[src/rtl/logic_unit_acc_if.sv]
// Handshake bundle for logic_unit_acc.
// Flag signals exist only when LOGIC_UNIT_FLAGS_EN is defined.
interface logic_unit_acc_if #(
  parameter int WIDTH = 8
);
  logic             in_valid;
  logic             in_ready;
  logic [WIDTH-1:0] a;
  logic [WIDTH-1:0] b;
  logic [2:0]       op;
  logic             use_acc;
  logic             out_valid;
  logic             out_ready;
  logic [WIDTH-1:0] y;
`ifdef LOGIC_UNIT_FLAGS_EN
  logic             zero;
  logic             parity;

  modport master (
    output in_valid, a, b, op, use_acc,
    output out_ready,
    input  in_ready, out_valid, y,
    input  zero, parity
  );

  modport slave (
    input  in_valid, a, b, op, use_acc,
    input  out_ready,
    output in_ready, out_valid, y,
    output zero, parity
  );
`else
  modport master (
    output in_valid, a, b, op, use_acc,
    output out_ready,
    input  in_ready, out_valid, y
  );

  modport slave (
    input  in_valid, a, b, op, use_acc,
    input  out_ready,
    output in_ready, out_valid, y
  );
`endif
endinterface

[src/rtl/logic_unit_acc.sv]
// Registered 8-op bitwise unit with chaining accumulator.
// Optional zero/parity flags: define LOGIC_UNIT_FLAGS_EN.
module logic_unit_acc #(
  parameter int WIDTH = 8
) (
  input logic             clk,
  input logic             rst,
  logic_unit_acc_if.slave bus
);

  logic [WIDTH-1:0] y_q, y_d;
  logic [WIDTH-1:0] acc_q, acc_d;
  logic             vld_q, vld_d;
  logic [WIDTH-1:0] ea;
  logic [WIDTH-1:0] r0;
  logic [WIDTH-1:0] r;
  logic             fire;
`ifdef LOGIC_UNIT_FLAGS_EN
  logic             zero_q, zero_d;
  logic             par_q, par_d;
`endif

  assign bus.in_ready  = ~vld_q | bus.out_ready;
  assign bus.out_valid = vld_q;
  assign bus.y         = y_q;
`ifdef LOGIC_UNIT_FLAGS_EN
  assign bus.zero      = zero_q;
  assign bus.parity    = par_q;
`endif

  assign fire = bus.in_valid & bus.in_ready;
  assign ea   = bus.use_acc ? acc_q : bus.a;

  always_comb begin
    r0 = '0;
    unique case (bus.op[1:0])
      2'b00: r0 = ea | bus.b;
      2'b01: r0 = ea & bus.b;
      2'b10: r0 = ea ^ bus.b;
      2'b11: r0 = ~ea;
      default: r0 = '0;
    endcase
    r = bus.op[2] ? ~r0 : r0;
  end

  always_comb begin
    y_d    = y_q;
    acc_d  = acc_q;
    vld_d  = vld_q;
`ifdef LOGIC_UNIT_FLAGS_EN
    zero_d = zero_q;
    par_d  = par_q;
`endif
    if (fire) begin
      y_d    = r;
      acc_d  = r;
      vld_d  = 1'b1;
`ifdef LOGIC_UNIT_FLAGS_EN
      zero_d = (r == '0);
      par_d  = ^r;
`endif
    end else if (bus.out_ready) begin
      vld_d  = 1'b0;
    end
  end

  always_ff @(posedge clk) begin
    if (rst) begin
      y_q    <= '0;
      acc_q  <= '0;
      vld_q  <= 1'b0;
`ifdef LOGIC_UNIT_FLAGS_EN
      zero_q <= 1'b0;
      par_q  <= 1'b0;
`endif
    end else begin
      y_q    <= y_d;
      acc_q  <= acc_d;
      vld_q  <= vld_d;
`ifdef LOGIC_UNIT_FLAGS_EN
      zero_q <= zero_d;
      par_q  <= par_d;
`endif
    end
  end

endmodule

[src/flat_wrapper.sv]
// flat-port wrapper written by rule: the top's interface ports become plain ports
module logic_unit_acc_flat 
#(
  parameter int WIDTH = 8
)
  (clk, rst, bus_in_valid, bus_a, bus_b, bus_op, bus_use_acc, bus_out_ready, bus_in_ready, bus_out_valid, bus_y);
  logic_unit_acc_if #(.WIDTH(WIDTH)) bus_i ();
  input logic clk;
  input logic rst;
  input wire logic [$bits(bus_i.in_valid)-1:0] bus_in_valid;
  input wire logic [$bits(bus_i.a)-1:0] bus_a;
  input wire logic [$bits(bus_i.b)-1:0] bus_b;
  input wire logic [$bits(bus_i.op)-1:0] bus_op;
  input wire logic [$bits(bus_i.use_acc)-1:0] bus_use_acc;
  input wire logic [$bits(bus_i.out_ready)-1:0] bus_out_ready;
  output wire logic [$bits(bus_i.in_ready)-1:0] bus_in_ready;
  output wire logic [$bits(bus_i.out_valid)-1:0] bus_out_valid;
  output wire logic [$bits(bus_i.y)-1:0] bus_y;
  assign bus_i.in_valid = bus_in_valid;
  assign bus_i.a = bus_a;
  assign bus_i.b = bus_b;
  assign bus_i.op = bus_op;
  assign bus_i.use_acc = bus_use_acc;
  assign bus_i.out_ready = bus_out_ready;
  assign bus_in_ready = bus_i.in_ready;
  assign bus_out_valid = bus_i.out_valid;
  assign bus_y = bus_i.y;
  logic_unit_acc #(.WIDTH(WIDTH)) u_core (.clk(clk), .rst(rst), .bus(bus_i));
endmodule
[config.mk]
export PLATFORM = sky130hd
export DESIGN_NAME = logic_unit_acc_flat
export DESIGN_NICKNAME = d
export VERILOG_FILES = /design/src/rtl/logic_unit_acc_if.sv /design/src/rtl/logic_unit_acc.sv /design/src/flat_wrapper.sv
export SDC_FILE = /design/constraint.sdc
export NUM_CORES = 1
export LEC_CHECK = 0
export ABC_CLOCK_PERIOD_IN_PS = 2150
export CAP_MARGIN = 30
export CORE_AREA = 2 2 53 55
export DETAILED_ROUTE_END_ITERATION = 7
export DIE_AREA = 0 0 55 57
export PLACE_DENSITY_LB_ADDON = 0.15
export SYNTH_ARGS = -nofsm -noshare
export SYNTH_HDL_FRONTEND = slang
export SYNTH_SLANG_ARGS = --single-unit
[constraint.sdc]
create_clock -name clk -period 2.15 [get_ports clk]
set_input_delay 0.43 -clock clk [delete_from_list [all_inputs] [get_ports clk]]
set_output_delay 0.43 -clock clk [all_outputs]
set_load 0.01 [all_outputs]
Word level (Yosys, flattened, before mapping)
Cells that the tools add are included.
Storage, ports and cells
  register bits: 9
Cells by class
  equal/unequal tests: 3
  multiplexer cells: 5
  bitwise operators: 8
  reduce and logical (&&, ||, !) cells: 2
Operators by type and width (count)
  $pmux W8 S4: 1
  $mux W8: 2
  $not A8 Y8: 2
  $and A8 B8 Y8: 1
  $or A8 B8 Y8: 1
  $xor A8 B8 Y8: 1
  $eq A2 B2 Y1 const B: 2
  $eq A2 B1 Y1 const B: 1
  $logic_not A2 Y1: 1
  $mux W1: 2
  $reduce_bool A2 Y1: 1
  $and A1 B1 Y1: 1
  $not A1 Y1: 1
  $or A1 B1 Y1: 1

Depth between registers and ports, before layout
Gate-level depths: netlist (run 1).
  depth in word-level cells: 5
  mapped depth: 8
  gate-level depth less buffers: 7

Least setup slack after synthesis (run 1)
Ideal clock, no wire load.
  path type: input port to flip-flop
  start: in bus_use_acc
  end: reg u_core.y_q[6], in the netlist u_core.bus.y[6]
  setup time: 86 ps
  arrival time: 1673 ps
  required time: 2064 ps
  setup slack: 391 ps
  cell stages on the path: 7
  buffers on the path: 1
  path through: buf_6 mux2i_1 ha_1 or3b_1 nand4_1 o21ba_2 a211oi_1
Between the ends
  cells in the longest elaborated chain, start to end: 5
  elaborated cells between the ends (all ways): 8
RTL lines
  start: declaration: RTL line flat_wrapper.sv:14  | input wire logic [$bits(bus_i.use_acc)-1:0] bus_use_acc;
  $mux W8 *: RTL line logic_unit_acc.sv:32  | assign ea = bus.use_acc ? acc_q : bus.a;
  $xor A8 B8 Y8 (tied with other cells): RTL line logic_unit_acc.sv:39  | 2'b10: r0 = ea ^ bus.b;
  $pmux W8 S4 *: RTL line logic_unit_acc.sv:36  | unique case (bus.op[1:0])
  $not A8 Y8: RTL line logic_unit_acc.sv:43  | r = bus.op[2] ? ~r0 : r0;
  $mux W8 *: RTL line logic_unit_acc.sv:43
  end signal: assignment: RTL line logic_unit_acc.sv:77  | y_q <= y_d;
  end: declaration: RTL line logic_unit_acc.sv:11  | logic [WIDTH-1:0] y_q, y_d;
Mark *: on every way between the ends. The rest lies on a longest branch, timed or not.
A chain may end at the register's enable or synchronous reset.

Worst setup path after layout (run 1)
  start: in bus_out_ready
  end: out bus_in_ready
Between the ends
  cells in the longest elaborated chain, start to end: 1
RTL lines
  start: declaration: RTL line flat_wrapper.sv:15  | input wire logic [$bits(bus_i.out_ready)-1:0] bus_out_ready;
  $or A1 B1 Y1: RTL line logic_unit_acc.sv:23  | assign bus.in_ready = ~vld_q | bus.out_ready;
  end: declaration: RTL line flat_wrapper.sv:16  | output wire logic [$bits(bus_i.in_ready)-1:0] bus_in_ready;
Every way passes these cells.

==> out/results.tsv, run 1 <==
stage	metric	value	unit
outcome	status	complete, no violations	
worst_setup_path	cp.required	1.72	ns
logic_synthesis	yosysTopAreaCell	ha_1	
finish	fin_util	64.3	%
finish	fill_cells	229	
route	drt-met1-wl	1320	um
timing	clock_skew	0.00409	ns
timing	slew_violations	0	
global_routing	grt_pass1_wl	4580	um
clock_tree	postCtsSetupBuffers	0	
logic_synthesis	synthArstFlopShare	0	%
worst_setup_path	crit_slowest_cell	clkdlybuf4s50_1	
timing	slew_headroom	44.5	%
global_routing	grt_overflow	0	
timing	rsz0062_at_grt	false	
route	ant_nets	0	
worst_setup_path	cpMostUsedCell	clkdlybuf4s50_1	
placed_design	io_buffers	33	
logic_synthesis	syn_area	1150	um^2
worst_setup_path	path_cells	clkdlybuf4s50_1 -> nand2b_1 -> clkdlybuf4s50_1	
floorplanning	die-area	3140	um^2
finish	multiInputGateArea	907	um^2
logic_synthesis	synth_ff_type	dfxtp_1	
timing	finalCritPeriodShare	94.1	%
hold_path	hold_class	reg -> reg	
timing	tightest_slew	0.831	ns
finish	area_growth_syn_to_layout	45.6	%
route	wl_met2	1580	um
route	totalWireLength	3050	um
clock_tree	htree_levels	1	
logic_synthesis	ys_seq_area_share	15.6	%
worst_setup_path	worst-setup-path-type	in -> out	
placed_design	gp_congestion	0.770	
floorplanning	num_io_pins	34	
logic_synthesis	synthTopCellsByArea	ha_1 (17%), dfxtp_1 (16%), mux2i_1 (6.9%)	
route	routed-wl-met3	129	um
global_routing	antenna_found_initial	0	
logic_synthesis	syn_avg_cell_area	8.02	um^2
route	first_pass_iters	6	
floorplanning	rows	19	
logic_synthesis	netlist.area_leader.share	17.3	%
placed_design	dpl.hpwl	2190	um
route	drt-wirelength-per-cell	14.0	um
finish	diodes	0	
finish	drive_above_1_share	18.7	%
clock_tree	cts_max_path_buffers	2	
placed_design	dpl_cell_area	1590	um^2
global_routing	grt_pass1_vias	1102	
timing	fmax	494	MHz
finish	fin_area	1680	um^2
floorplanning	dieHeight	57	um
clock_tree	numCtsBuffers	3	
worst_setup_path	slowest_delay	0.56	ns
clock_tree	ctsHoldBuffers	0	
logic_synthesis	syn_nets	184	
worst_setup_path	critPathLaunchType	input port	
route	drc	0	
worst_setup_path	worst-path-max-fanout	4	
logic_synthesis	synth_edf_count	0	
timing	finalHoldViolations	0	
power_and_ir_drop	p_leak	0.788	nW
clock_tree	insertion_delay	0.27	ns
finish	regArea	180	um^2
floorplanning	start_util	44.2	%
clock_tree	cts_root_buffer	clkbuf_4	
power_and_ir_drop	powerDensity	385	nW/um^2
logic_synthesis	yosysUniqueCellTypes	22	
clock_tree	clk_transition_reported_paths	0.07	ns
global_routing	grt_max_degree	26	
route	top_layer	met4	
timing	whs	0.555	ns
logic_synthesis	syn-instance-count	144	
clock_tree	clock_sinks	9	
logic_synthesis	synth_most_common_cell	inv_1	
power_and_ir_drop	peakVddDrop	0.000267	V
finish	fin_nets	228	
logic_synthesis	yosys_warnings	0	
timing	layout_min_cycle_time	2.02	ns
job	max_cap_viol_count	0	
route	viasPerCell	5.47	
global_routing	grtUsageTotal	19.6	%
logic_synthesis	ys_seq_elements	9	
worst_setup_path	worstPathArrival	1.59	ns
clock_tree	cts_tree	done	
route	drt_iter0_markers	28	
timing	setup_viol	0	
floorplanning	core	2620	um^2
floorplanning	die_x	55	um
logic_synthesis	synthTopCellsByCount	inv_1 (17), ha_1 (16)	
route	num_vias	1192	
worst_setup_path	end_kind	primary output	
-- worst max-delay path: cells and delay by family --
family	cells	cell delay (ns)
buffers and inverters	2	1.00
AND/OR/NAND/NOR	1	0.16
-- power breakdown --
group	switching (mW)	internal [mW]	total (mW)
Combinational	0.137	0.173	0.310
Sequential	0.0148	0.182	0.197
Clock	0.0681	0.0718	0.140
Total	0.220	0.427	0.647
-- cell families after synthesis --
logic type                 Yosys count  share of synthesized area [%]
and+or+nand+nor                     44                           23.6
AOI/OAI and AO/OA                   41                           26.0
buffers and inverters               26                           10.5
adders and majority gates           16                           17.3
DFF                                  9                           15.6
muxes                                8                           6.93
-- layout by cell type, fill, tap and decap left out, drive strengths merged, types with 8 or more instances in the layout --
cell,count
clkdlybuf4s50,32
inv,17
ha,16
buf,15
nand2b,9
nor2b,9
a21oi,9
dfxtp,9
nor2,8
or3b,8
nand4,8
o21bai,8
o21ai,8
mux2i,8
a211oi,8
o21ba,8
-- flip-flops by register name, summed over array words and instances, names as in the netlist --
register / count
u_core.bus.y: 8
u_core.bus.out_valid: 1
-- metal layers --
metal	vias to the layer above	track usage, %
met5	-	0
met4	0	6.27
met3	2	1.57
met2	35	34.2
met1	562	24.8
li1	593	-
-- timing repair --
| action | CTS | global route |
|---|---|---|
| endpoints found under the setup margin | 1 | 8 |
| endpoints found under the hold margin | 0 | 0 |
| gates resized for setup | 1 | 13 |
-- through the flow --
stage	std cells	setup TNS, ns	setup WS, ns	total power [mW]
final	218	0	0.128	0.647
after global routing	218	0	0.0805	0.692
after CTS	218	0	0.000566	0.636
after detailed placement	214	-1.83	-0.256	0.488
after global placement	214	-1.51	-0.217	0.478
after floorplan	144	0	0.391	0.350
-- path summary, 6_finish.rpt --
kind,startpoint,end,slack [ns],depth (start not counted)
worst min register to register,u_core.bus.y[1]$_SDFFE_PP0P_,u_core.bus.y[1]$_SDFFE_PP0P_,0.55,2
worst max register to register,u_core.bus.out_valid$_SDFFE_PP0P_,u_core.bus.y[1]$_SDFFE_PP0P_,0.56,4
worst max-delay path,bus_out_ready,bus_in_ready,0.13,3
worst min-delay path,u_core.bus.y[1]$_SDFFE_PP0P_,u_core.bus.y[1]$_SDFFE_PP0P_,0.55,2
-- final cells by class --
type	count	area share [%]
multi-input combinational	109	53.9
timing repair buffer	48	27.7
sequential	9	10.7
inverter	17	3.79
tap	31	2.31
clock buffer	4	1.56
Note: power is estimated with default switching activity, not from simulation.
==> run 2: changes to the inputs <==
--- a/config.mk
+++ b/config.mk
@@ -5,11 +5,12 @@
 export SDC_FILE = /design/constraint.sdc
 export NUM_CORES = 1
 export LEC_CHECK = 0
+export ABC_AREA = 1
 export ABC_CLOCK_PERIOD_IN_PS = 2150
 export CAP_MARGIN = 30
-export CORE_AREA = 2 2 53 55
+export CORE_AREA = 2 2 51 53
 export DETAILED_ROUTE_END_ITERATION = 7
-export DIE_AREA = 0 0 55 57
+export DIE_AREA = 0 0 53 55
 export PLACE_DENSITY_LB_ADDON = 0.15
 export SYNTH_ARGS = -nofsm -noshare
 export SYNTH_HDL_FRONTEND = slang
==> run 2 against run 1 <==
Via count is 4.6% higher. Critical path type unchanged. Count of clock-buffer cells in the layout stayed put. Clock skew is 0.00081 ns higher.
==> out/results.tsv, run 2 <==
stage	metric	value	unit	change
outcome	status	complete, no violations		
route	first_pass_iters	4		-2
logic_synthesis	synthArstFlopShare	0	%	unchanged
timing	finalHoldViolations	0		unchanged
route	drt_iter0_markers	33		+18%
worst_setup_path	worstPathArrival	1.54	ns	-0.05 ns
floorplanning	start_util	43.3	%	-0.88 points
clock_tree	htree_levels	1		unchanged
timing	tightest_slew	0.449	ns	-0.382 ns
global_routing	grt_pass1_vias	1101		-0.091%
logic_synthesis	ys_seq_elements	9		unchanged
floorplanning	num_io_pins	34		unchanged
hold_path	hold_class	reg -> reg		
logic_synthesis	synthTopCellsByCount	nand2_1 (59), nand3_1 (28), inv_1 (25)		
clock_tree	postCtsSetupBuffers	0		unchanged
global_routing	grt_pass1_wl	4500	um	-1.8%
clock_tree	clock_sinks	9		unchanged
global_routing	grtUsageTotal	21.3	%	+1.7 points
route	num_vias	1247		+4.6%
floorplanning	rows	18		-1
timing	fmax	507	MHz	+2.5%
route	drc	0		unchanged
finish	drive_above_1_share	6.42	%	-12 points
finish	area_growth_syn_to_layout	42.8	%	
power_and_ir_drop	peakVddDrop	0.000282	V	+5.3%
route	totalWireLength	2860	um	-6.0%
logic_synthesis	yosysUniqueCellTypes	14		-36%
clock_tree	clk_transition_reported_paths	0.06	ns	about the same
clock_tree	numCtsBuffers	3		unchanged
timing	whs	0.549	ns	-0.00546 ns
placed_design	dp_slack	-0.104	ns	+0.153 ns
timing	finalCritPeriodShare	91.8	%	-2.3 points
placed_design	dpl.hpwl	2230	um	+1.6%
logic_synthesis	syn-instance-count	178		+24%
route	viasPerCell	5.03		-8.0%
power_and_ir_drop	p_leak	0.771	nW	-2.1%
worst_setup_path	end_kind	primary output		
logic_synthesis	yosys_warnings	0		unchanged
power_and_ir_drop	powerDensity	407	nW/um^2	+5.7%
floorplanning	core	2360	um^2	-9.6%
clock_tree	ctsHoldBuffers	0		unchanged
clock_tree	insertion_delay	0.27	ns	about the same
finish	diodes	0		unchanged
global_routing	antenna_found_initial	0		unchanged
global_routing	grt_overflow	0		unchanged
route	ant_nets	0		unchanged
logic_synthesis	synth_ff_type	dfxtp_1		
finish	fin_nets	259		+14%
clock_tree	cts_max_path_buffers	2		unchanged
placed_design	io_buffers	33		unchanged
timing	setup_viol	0		unchanged
logic_synthesis	synth_most_common_cell	nand2_1		
timing	layout_min_cycle_time	1.97	ns	-0.0490 ns
clock_tree	cts_root_buffer	clkbuf_4		
worst_setup_path	worst-setup-path-type	in -> out		
logic_synthesis	ys_seq_area_share	17.6	%	+2.0 points
clock_tree	cts_tree	done		
worst_setup_path	critPathLaunchType	input port		
worst_setup_path	worst-path-max-fanout	3		-1
timing	clock_skew	0.00490	ns	+0.000811 ns
global_routing	grt_max_degree	17		-35%
timing	slew_headroom	70.0	%	+26 points
floorplanning	die_x	53	um	-3.6%
finish	final_common_cell	nand2_1		
timing	fin_tns_setup	0	ns	unchanged
floorplanning	dieHeight	55	um	-3.5%
timing	fin_ws	0.177	ns	+0.0490 ns
logic_synthesis	syn_area	1020	um^2	-11%
finish	largest_reg_flops	8		unchanged
finish	fin_util	61.8	%	-2.5 points
logic_synthesis	synth_edf_count	0		unchanged
power_and_ir_drop	finalPower	594	uW	-8.1%
placed_design	gp_congestion	0.881		+14%
floorplanning	die-area	2920	um^2	-7.0%
finish	final_cell_mix	nand2_1 (59), clkdlybuf4s50_1 (33), nand3_1 (28)		
logic_synthesis	synthTopCellsByArea	nand2_1 (22%), ha_1 (20%), dfxtp_1 (18%)		
timing	slew_violations	0		unchanged
timing	rsz0062_at_grt	false		
finish	fill_cells	236		+3.1%
route	drt-wirelength-per-cell	11.5	um	-17%
logic_synthesis	yosysTopAreaCell	nand2_1		
job	max_cap_viol_count	0		unchanged
worst_setup_path	cp.required	1.72	ns	about the same
clock_tree	cts_resized	0		-1
logic_synthesis	syn_avg_cell_area	5.75	um^2	-28%
logic_synthesis	syn_nets	218		+18%
logic_synthesis	netlist.area_leader.share	21.6	%	+4.3 points
run 2: cell count changes after synthesis, moves of 7 or more:
cell,before,now
nand2b_1,9,0
nand2_1,1,59
nor2_1,8,16
or3b_1,8,0
inv_1,17,25
nor2b_1,9,0
o21ai_1,1,8
o21bai_1,8,0
mux2i_1,8,0
nand4_1,8,0
nand3_1,0,28
run 2: cells by family (layout without fill, tap and decap cells):
| logic type | count (synthesis) | in the layout | share of synthesized area (%) |
|---|---|---|---|
| flops | 9 | 9 | 17.6 |
| fa+ha+maj | 16 | 16 | 19.6 |
| buf+inv | 31 | 71 | 11.6 |
| simple gates | 105 | 105 | 42.9 |
| compound gates | 17 | 17 | 8.31 |
run 2: stage by stage:
step	area, um^2	instances
6_report	1460	248
5_1_grt	1460	248
4_1_cts	1460	248
3_5_place_dp	1440	244
3_3_place_gp	1440	244
2_1_floorplan	1020	178
run 2: worst paths after layout:
path	start	end	slack, ns	cells past startpoint
max	bus_out_ready	bus_in_ready	0.18	4
min reg2reg	u_core.bus.out_valid$_SDFFE_PP0P_	u_core.bus.out_valid$_SDFFE_PP0P_	0.55	2
min	u_core.bus.out_valid$_SDFFE_PP0P_	u_core.bus.out_valid$_SDFFE_PP0P_	0.55	2
max reg2reg	u_core.bus.y[1]$_SDFFE_PP0P_	u_core.bus.y[1]$_SDFFE_PP0P_	0.65	10
run 2: cell type report:
| type | instances | area (um^2) | share of cell area [%] |
|---|---|---|---|
| clock buffers | 4 | 26.3 | 1.80 |
| inverters | 28 | 105 | 7.19 |
| multi-input cells | 138 | 724 | 49.6 |
| flip-flops and latches | 9 | 180 | 12.3 |
| well taps | 30 | 37.5 | 2.57 |
| repair buffers | 39 | 388 | 26.5 |
run 2: worst max-delay path, cell delays in order:
cell and delay, ns:
clkdlybuf4s50_1 0.45, inv_1 0.04, nand2_1 0.08, clkdlybuf4s50_1 0.54
run 2: routing by layer:
| layer | track usage [%] | wire length, um |
|---|---|---|
| met5 | 0 | 0 |
| met4 | 9.40 | 59 |
| met3 | 4.03 | 191 |
| met2 | 41.5 | 1420 |
| met1 | 22.3 | 1200 |
run 2: power breakdown:
group	internal (mW)	switching [mW]	leakage [nW]
Clock	0.0719	0.0651	0.0150
Sequential	0.182	0.0125	0.0747
Combinational	0.131	0.132	0.682
